[src/rtl/seg7_upd_if.sv]
// Update port for seg7_scan_ctrl. It carries one valid/ready transfer of a full
// display word, with NDIG packed BCD digits and digit 0 in the low nibble.
// The master offers a word and the slave (the scan controller) accepts it.
interface seg7_upd_if #(
  parameter int NDIG = 4
) ();
  logic                upd_valid;
  logic [4*NDIG-1:0]   upd_data;
  logic                upd_ready;

  modport master (output upd_valid, output upd_data, input upd_ready);
  modport slave  (input  upd_valid, input  upd_data, output upd_ready);
endinterface

[src/rtl/seg7_scan_ctrl.sv]
// Time-multiplexed 7-segment scan controller.
// Each digit slot lasts PRESCALE cycles and is split into SHOW and GAP phases:
//  - SHOW lasts PRESCALE-BLANK_CYC cycles and drives one digit.
//  - GAP lasts BLANK_CYC cycles, with all digits dark, to stop ghosting.
// A new display word is accepted through a one-deep pending buffer. It is
// copied into the displayed shadow copy only on the frame boundary, so that a
// frame never mixes old and new digits.
// Optional build macro LEADING_ZERO_BLANK_EN: in SHOW, digit idx>=1 stays dark
// when it and every higher digit are zero. Digit 0 is always shown.
module seg7_scan_ctrl #(
  parameter int NDIG      = 4,
  parameter int PRESCALE  = 50000,
  parameter int BLANK_CYC = 500
) (
  input  logic            clk,
  input  logic            rst,
  seg7_upd_if.slave       upd_if,
  output logic [NDIG-1:0] o_dig_sel_n,
  output logic [3:0]      o_bcd,
  output logic            o_frame_done
);

  localparam int CW = (PRESCALE > 1) ? $clog2(PRESCALE) : 1;
  localparam int IW = $clog2(NDIG);

  // Terminal counts: each phase ends on the cycle where cnt equals its limit.
  localparam logic [CW-1:0] SHOW_LAST = CW'(PRESCALE - BLANK_CYC - 1);
  localparam logic [CW-1:0] GAP_LAST  = CW'(BLANK_CYC - 1);
  localparam logic [IW-1:0] IDX_LAST  = IW'(NDIG - 1);

  typedef enum logic {
    ST_SHOW = 1'b0,
    ST_GAP  = 1'b1
  } state_t;

  state_t              r_state;
  logic [CW-1:0]       r_cnt;
  logic [IW-1:0]       r_idx;
  logic [4*NDIG-1:0]   r_shadow;
  logic [4*NDIG-1:0]   r_pending;
  logic                r_upd_ready;
  logic [NDIG-1:0]     r_dig_sel_n;
  logic [3:0]          r_bcd;
  logic                r_frame_done;

  logic                w_show_end;
  logic                w_gap_end;
  logic                w_frame_edge;
  logic                w_commit;
  logic                w_capture;
  logic [IW-1:0]       w_next_idx;
  logic [4*NDIG-1:0]   w_next_shadow;
  logic [3:0]          w_next_digit;
  logic [NDIG-1:0]     w_next_sel_n;
  logic                w_blank_digit;

  assign w_show_end   = (r_state == ST_SHOW) && (r_cnt == SHOW_LAST);
  assign w_gap_end    = (r_state == ST_GAP)  && (r_cnt == GAP_LAST);
  assign w_frame_edge = w_gap_end && (r_idx == IDX_LAST);

  // The pending buffer is full exactly when ready is low, so commit and capture
  // are mutually exclusive.
  assign w_commit  = w_frame_edge && !r_upd_ready;
  assign w_capture = upd_if.upd_valid && r_upd_ready;

  assign w_next_idx    = (r_idx == IDX_LAST) ? '0 : r_idx + IW'(1);
  // Digit 0 of a new frame must already show committed data, so look through
  // the commit rather than waiting a cycle for the shadow to update.
  assign w_next_shadow = w_commit ? r_pending : r_shadow;

  // Select the digit value and the one-hot-low enable for the next SHOW slot.
  always_comb begin
    // NOTE: every output of a combinational block is given a default first so
    // that no path leaves it unassigned, which would infer a latch.
    w_next_digit = 4'hF;
    w_next_sel_n = '1;
    for (int j = 0; j < NDIG; j++) begin
      if (IW'(j) == w_next_idx) begin
        w_next_digit    = w_next_shadow[4*j +: 4];
        w_next_sel_n[j] = 1'b0;
      end
    end
  end

`ifdef LEADING_ZERO_BLANK_EN
  // Leading-zero suppression: dark when this digit and all above it are zero.
  always_comb begin
    w_blank_digit = (w_next_idx != '0);
    for (int j = 0; j < NDIG; j++) begin
      if ((j >= int'(w_next_idx)) && (w_next_shadow[4*j +: 4] != 4'h0)) begin
        w_blank_digit = 1'b0;
      end
    end
  end
`else
  assign w_blank_digit = 1'b0;
`endif

  // Slot sequencer with registered digit enables, BCD value and frame pulse.
  always_ff @(posedge clk or posedge rst) begin
    if (rst) begin
      r_state      <= ST_GAP;
      r_cnt        <= '0;
      r_idx        <= IDX_LAST;
      // NOTE: the shadow is a plain register bank, not a memory, so it is reset
      // to blank and a display never shows stale data after reset.
      r_shadow     <= '1;
      r_dig_sel_n  <= '1;
      r_bcd        <= 4'hF;
      r_frame_done <= 1'b0;
    end else begin
      // NOTE: state is updated with non-blocking assignments so that every
      // right-hand side sees the values from before this edge.
      r_frame_done <= 1'b0;
      case (r_state)
        ST_SHOW: begin
          if (w_show_end) begin
            r_state     <= ST_GAP;
            r_cnt       <= '0;
            r_dig_sel_n <= '1;
            r_bcd       <= 4'hF;
          end else begin
            r_cnt <= r_cnt + CW'(1);
          end
        end
        ST_GAP: begin
          if (w_gap_end) begin
            r_state      <= ST_SHOW;
            r_cnt        <= '0;
            r_idx        <= w_next_idx;
            r_shadow     <= w_next_shadow;
            r_frame_done <= w_frame_edge;
            if (w_blank_digit) begin
              r_dig_sel_n <= '1;
              r_bcd       <= 4'hF;
            end else begin
              r_dig_sel_n <= w_next_sel_n;
              r_bcd       <= w_next_digit;
            end
          end else begin
            r_cnt <= r_cnt + CW'(1);
          end
        end
      endcase
    end
  end

  // One-deep update buffer: fill on handshake, drain at the frame boundary.
  always_ff @(posedge clk or posedge rst) begin
    if (rst) begin
      r_pending   <= '0;
      r_upd_ready <= 1'b1;
    end else if (w_capture) begin
      r_pending   <= upd_if.upd_data;
      r_upd_ready <= 1'b0;
    end else if (w_commit) begin
      r_upd_ready <= 1'b1;
    end
  end

  assign upd_if.upd_ready = r_upd_ready;
  assign o_dig_sel_n      = r_dig_sel_n;
  assign o_bcd            = r_bcd;
  assign o_frame_done     = r_frame_done;

endmodule

[src/flat_wrapper.sv]
// flat-port wrapper written by rule: the top's interface ports become plain ports
module seg7_scan_ctrl_flat 
#(
  parameter int NDIG      = 4,
  parameter int PRESCALE  = 50000,
  parameter int BLANK_CYC = 500
)
  (clk, rst, o_dig_sel_n, o_bcd, o_frame_done, upd_if_upd_valid, upd_if_upd_data, upd_if_upd_ready);
  seg7_upd_if #(.NDIG(NDIG)) upd_if_i ();
  input  logic clk;
  input  logic rst;
  output logic [NDIG-1:0] o_dig_sel_n;
  output logic [3:0] o_bcd;
  output logic o_frame_done;
  input wire logic [$bits(upd_if_i.upd_valid)-1:0] upd_if_upd_valid;
  input wire logic [$bits(upd_if_i.upd_data)-1:0] upd_if_upd_data;
  output wire logic [$bits(upd_if_i.upd_ready)-1:0] upd_if_upd_ready;
  assign upd_if_i.upd_valid = upd_if_upd_valid;
  assign upd_if_i.upd_data = upd_if_upd_data;
  assign upd_if_upd_ready = upd_if_i.upd_ready;
  seg7_scan_ctrl #(.NDIG(NDIG), .PRESCALE(PRESCALE), .BLANK_CYC(BLANK_CYC)) u_core (.clk(clk), .rst(rst), .upd_if(upd_if_i), .o_dig_sel_n(o_dig_sel_n), .o_bcd(o_bcd), .o_frame_done(o_frame_done));
endmodule
[config.mk]
export PLATFORM = sky130hd
export DESIGN_NAME = seg7_scan_ctrl_flat
export DESIGN_NICKNAME = d
export VERILOG_FILES = /design/src/rtl/seg7_upd_if.sv /design/src/rtl/seg7_scan_ctrl.sv /design/src/flat_wrapper.sv
export SDC_FILE = /design/constraint.sdc
export NUM_CORES = 1
export LEC_CHECK = 0
export CORE_UTILIZATION = 56
export CTS_CLUSTER_SIZE = 40
export DETAILED_ROUTE_END_ITERATION = 10
export HOLD_SLACK_MARGIN = 0.08
export PLACE_DENSITY = 0.85
export SLEW_MARGIN = 0
export SYNTH_ARGS = -nofsm -noshare
export SYNTH_HDL_FRONTEND = slang
export SYNTH_SLANG_ARGS = --single-unit
[constraint.sdc]
create_clock -name clk -period 2.45 [get_ports clk]
set_input_delay 0.49 -clock clk [delete_from_list [all_inputs] [get_ports clk]]
set_output_delay 0.49 -clock clk [all_outputs]
set_load 0.1 [all_outputs]
==> reports/qor.yml <==
stdcell_area_um2: 3400
place_area_um2: 3200
final_common_cell: "mux2_2"
drive_gt1_frac: 0.379
min_period_ps: 2250
rrSetupSlack_ps: 200
viasPerCell: 5.41
area_delta_synth_final_pct: 20.1
num_rows: 25
route.detailed.drc: 0
dpl.hpwl_um: 3640
hold_path_end: "u_core.r_cnt[0]"
wl_um: 5200
ir_drop_uv: 469
syn-instance-count: 229
max_cap_viol_count: 0
start_util: 0.591
layout_common_cells: "mux2_2 (36), dfrtp_1 (33), nor2_1 (29), dfstp_2 (28), clkdlybuf4s50_1 (18)"
finalSetupViolCount: 0
outcome: "completed"
place.gp.congestion: 0.828
core_um2: 4790
ios: 29
max_freq_ghz: 0.445
cts_num_sinks: 61
r2r_start: "u_core.r_cnt[0]"
worstPathCellList: "ha_1 > nor4b_4 > nand4_4 > nor2_2 > mux2_2 > a2111oi_1 > o32a_1"
clk_pin_slew_ps: 60
ys_seq_area_frac: 0.552
die_area_um2: 5340
cp_data_required_time_ps: 2720
synth_xor_area_frac: 0.0402
antenna_cells: 0
nNetsFinal: 291
critPathKind: "reg2reg"
avgSynthCellArea_um2: 12.4
cts_buffer_depth: 2
ant_nets: 0
min_path_cells: 1
hold_viol_final: 0
holdCritStartpoint: "u_core.r_cnt[0]"
slew_headroom: 0.715
synth_compound_area_frac: 0.0619
min_period_over_period: 0.917
start_kind: "register"
synth_top_family_by_area: "multiplexers"
drt-pass1-iter-count: 4
critPathMaxFanout: 4
worstSkewPairLatency_ps: 330
die_h_um: 73.1
tightest_slew_ps: 428
grt_pass1_vias: 1772
cts_htree_levels: 3
finalPower_mw: 2.00
fin_worst_skew_ps: 10.6
setup-tns-final_ps: 0
grt_use_total: 0.218
synth_seq_cells: 61
synth_ff_type: "dfrtp_1"
grt_setup_unrepaired: "no"
antenna_found_initial: 0
drv_slew: 0
synth.net_count: 253
vias: 1833
muxShareOfSynthArea: 0.172
wire_per_inst_um: 15.3
die_w_um: 73.1
synth_warnings: 0
synthSimpleGateAreaFrac: 0.134
yosys.area_share.adder: 0.0221
hold_class: "reg2reg"
syn_area_um2: 2830
pre_cts_ws_ps: 138
cts_tree: "yes"
critPathSlowestCell: "a2111oi_1"
fin_ws_ps: 203
synth-edff-count: 0
p_leak_nw: 1.53
grt_max_degree: 62
power_density_nw_per_um2: 589
synth.distinct_cells: 35
cpPeakStageDelay_ps: 390
drtIter0Drc: 71
worstRegToRegCells: 7
r2r_end: "u_core.o_bcd[3]"
cp-end-kind: "register"
async_reset_ff_frac: 1.00
grt_pass1_wl_um: 8470
io_buffers: 28
cts_made_buffers: 9
root_buffer: "clkbuf_8"
gr-total-overflow: 0
worstPathArrival_ps: 2520
-- worst max path at each step --
stage | depth (start not counted) | to | from
6_report | 7 | u_core.o_bcd[3] | u_core.r_cnt[0]
5_1_grt | 7 | u_core.o_bcd[0] | u_core.r_cnt[0]
4_1_cts | 7 | u_core.o_bcd[3] | u_core.r_cnt[0]
3_5_place_dp | 7 | u_core.o_bcd[3] | u_core.r_cnt[0]
3_3_place_gp | 7 | u_core.o_bcd[3] | u_core.r_cnt[0]
2_1_floorplan | 7 | u_core.o_bcd[0] | u_core.r_cnt[0]
-- synthesized netlist by cell type (2+ instances only) --
| master | count | area (um^2) |
|---|---|---|
| o21ai_0 | 4 | 20.0 |
| dfstp_2 | 28 | 736 |
| a2111oi_1 | 4 | 40.0 |
| o32a_1 | 4 | 40.0 |
| mux2i_1 | 8 | 80.1 |
| xnor2_1 | 6 | 52.6 |
| a21oi_1 | 12 | 60.1 |
| ha_1 | 5 | 62.6 |
| mux2_2 | 36 | 405 |
| dfrtp_1 | 33 | 826 |
| nand2b_1 | 2 | 12.5 |
| nand2_1 | 13 | 48.8 |
| nand3_1 | 4 | 20.0 |
| xor2_1 | 7 | 61.3 |
| nor4b_4 | 2 | 47.6 |
| or3_1 | 2 | 12.5 |
| nand4_1 | 2 | 12.5 |
| inv_1 | 8 | 30.0 |
| clkbuf_1 | 4 | 15.0 |
| nor2_1 | 30 | 113 |
-- cell type report --
cell class | count | area, um^2
Clock buffer | 16 | 200
Fill cell | 335 | 1390
Inverter | 8 | 30.0
Multi-Input combinational cell | 154 | 1220
Sequential cell | 61 | 1560
Tap cell | 67 | 83.8
Timing Repair Buffer | 33 | 305
-- power by group --
| group | leakage (nW) | internal, mW | switching, mW |
|---|---|---|---|
| Clock | 0.103 | 0.507 | 0.350 |
| Combinational | 0.712 | 0.0509 | 0.0301 |
| Sequential | 0.710 | 1.04 | 0.0214 |
-- cell families (layout without fill, tap and decap cells) --
family	Yosys count	after routing
buffers and inverters	14	57
adders and majority gates	5	5
and+or+nand+nor	66	66
xor gates and xnor gates	13	13
AOI/OAI and AO/OA	26	26
DFF	61	61
muxes	44	44
-- state kept, by name (all words and copies together), names as in the netlist --
register,cells
u_core.r_idx,2
u_core.r_cnt,16
u_core.o_bcd,4
u_core.o_dig_sel_n,4
u_core.o_frame_done,1
u_core.r_state,1
u_core.upd_if.upd_ready,1
u_core.r_pending,16
u_core.r_shadow,16
-- stage by stage --
stage / std cells / hold WS [ps] / util
3_3_place_gp: 323 / 443 / 0.668
4_1_cts: 339 / 465 / 0.710
2_1_floorplan: 229 / 433 / -
5_1_grt: 339 / 478 / 0.710
6_report: 339 / 461 / 0.710
3_5_place_dp: 323 / 456 / 0.668
-- layer usage --
layer	share of wire	GRT usage
met4	0.010	0.118
met1	0.46	0.294
met2	0.48	0.327
met3	0.043	0.0483
met5	0	0
-- worst max-delay path: cells and delay by family, from the launching register on --
kind / cells / cell delay, ps
compound gates: 2 / 590
simple gates: 3 / 640
flops: 1 / 370
mux: 1 / 350
fa+ha+maj: 1 / 230
-- repair_timing --
action,4_1_cts,5_1_grt
setup endpoints to repair,0,2
resized for setup,0,1
buffers inserted,0,0
hold buffers,0,0
(Power assumes the default switching activity.)
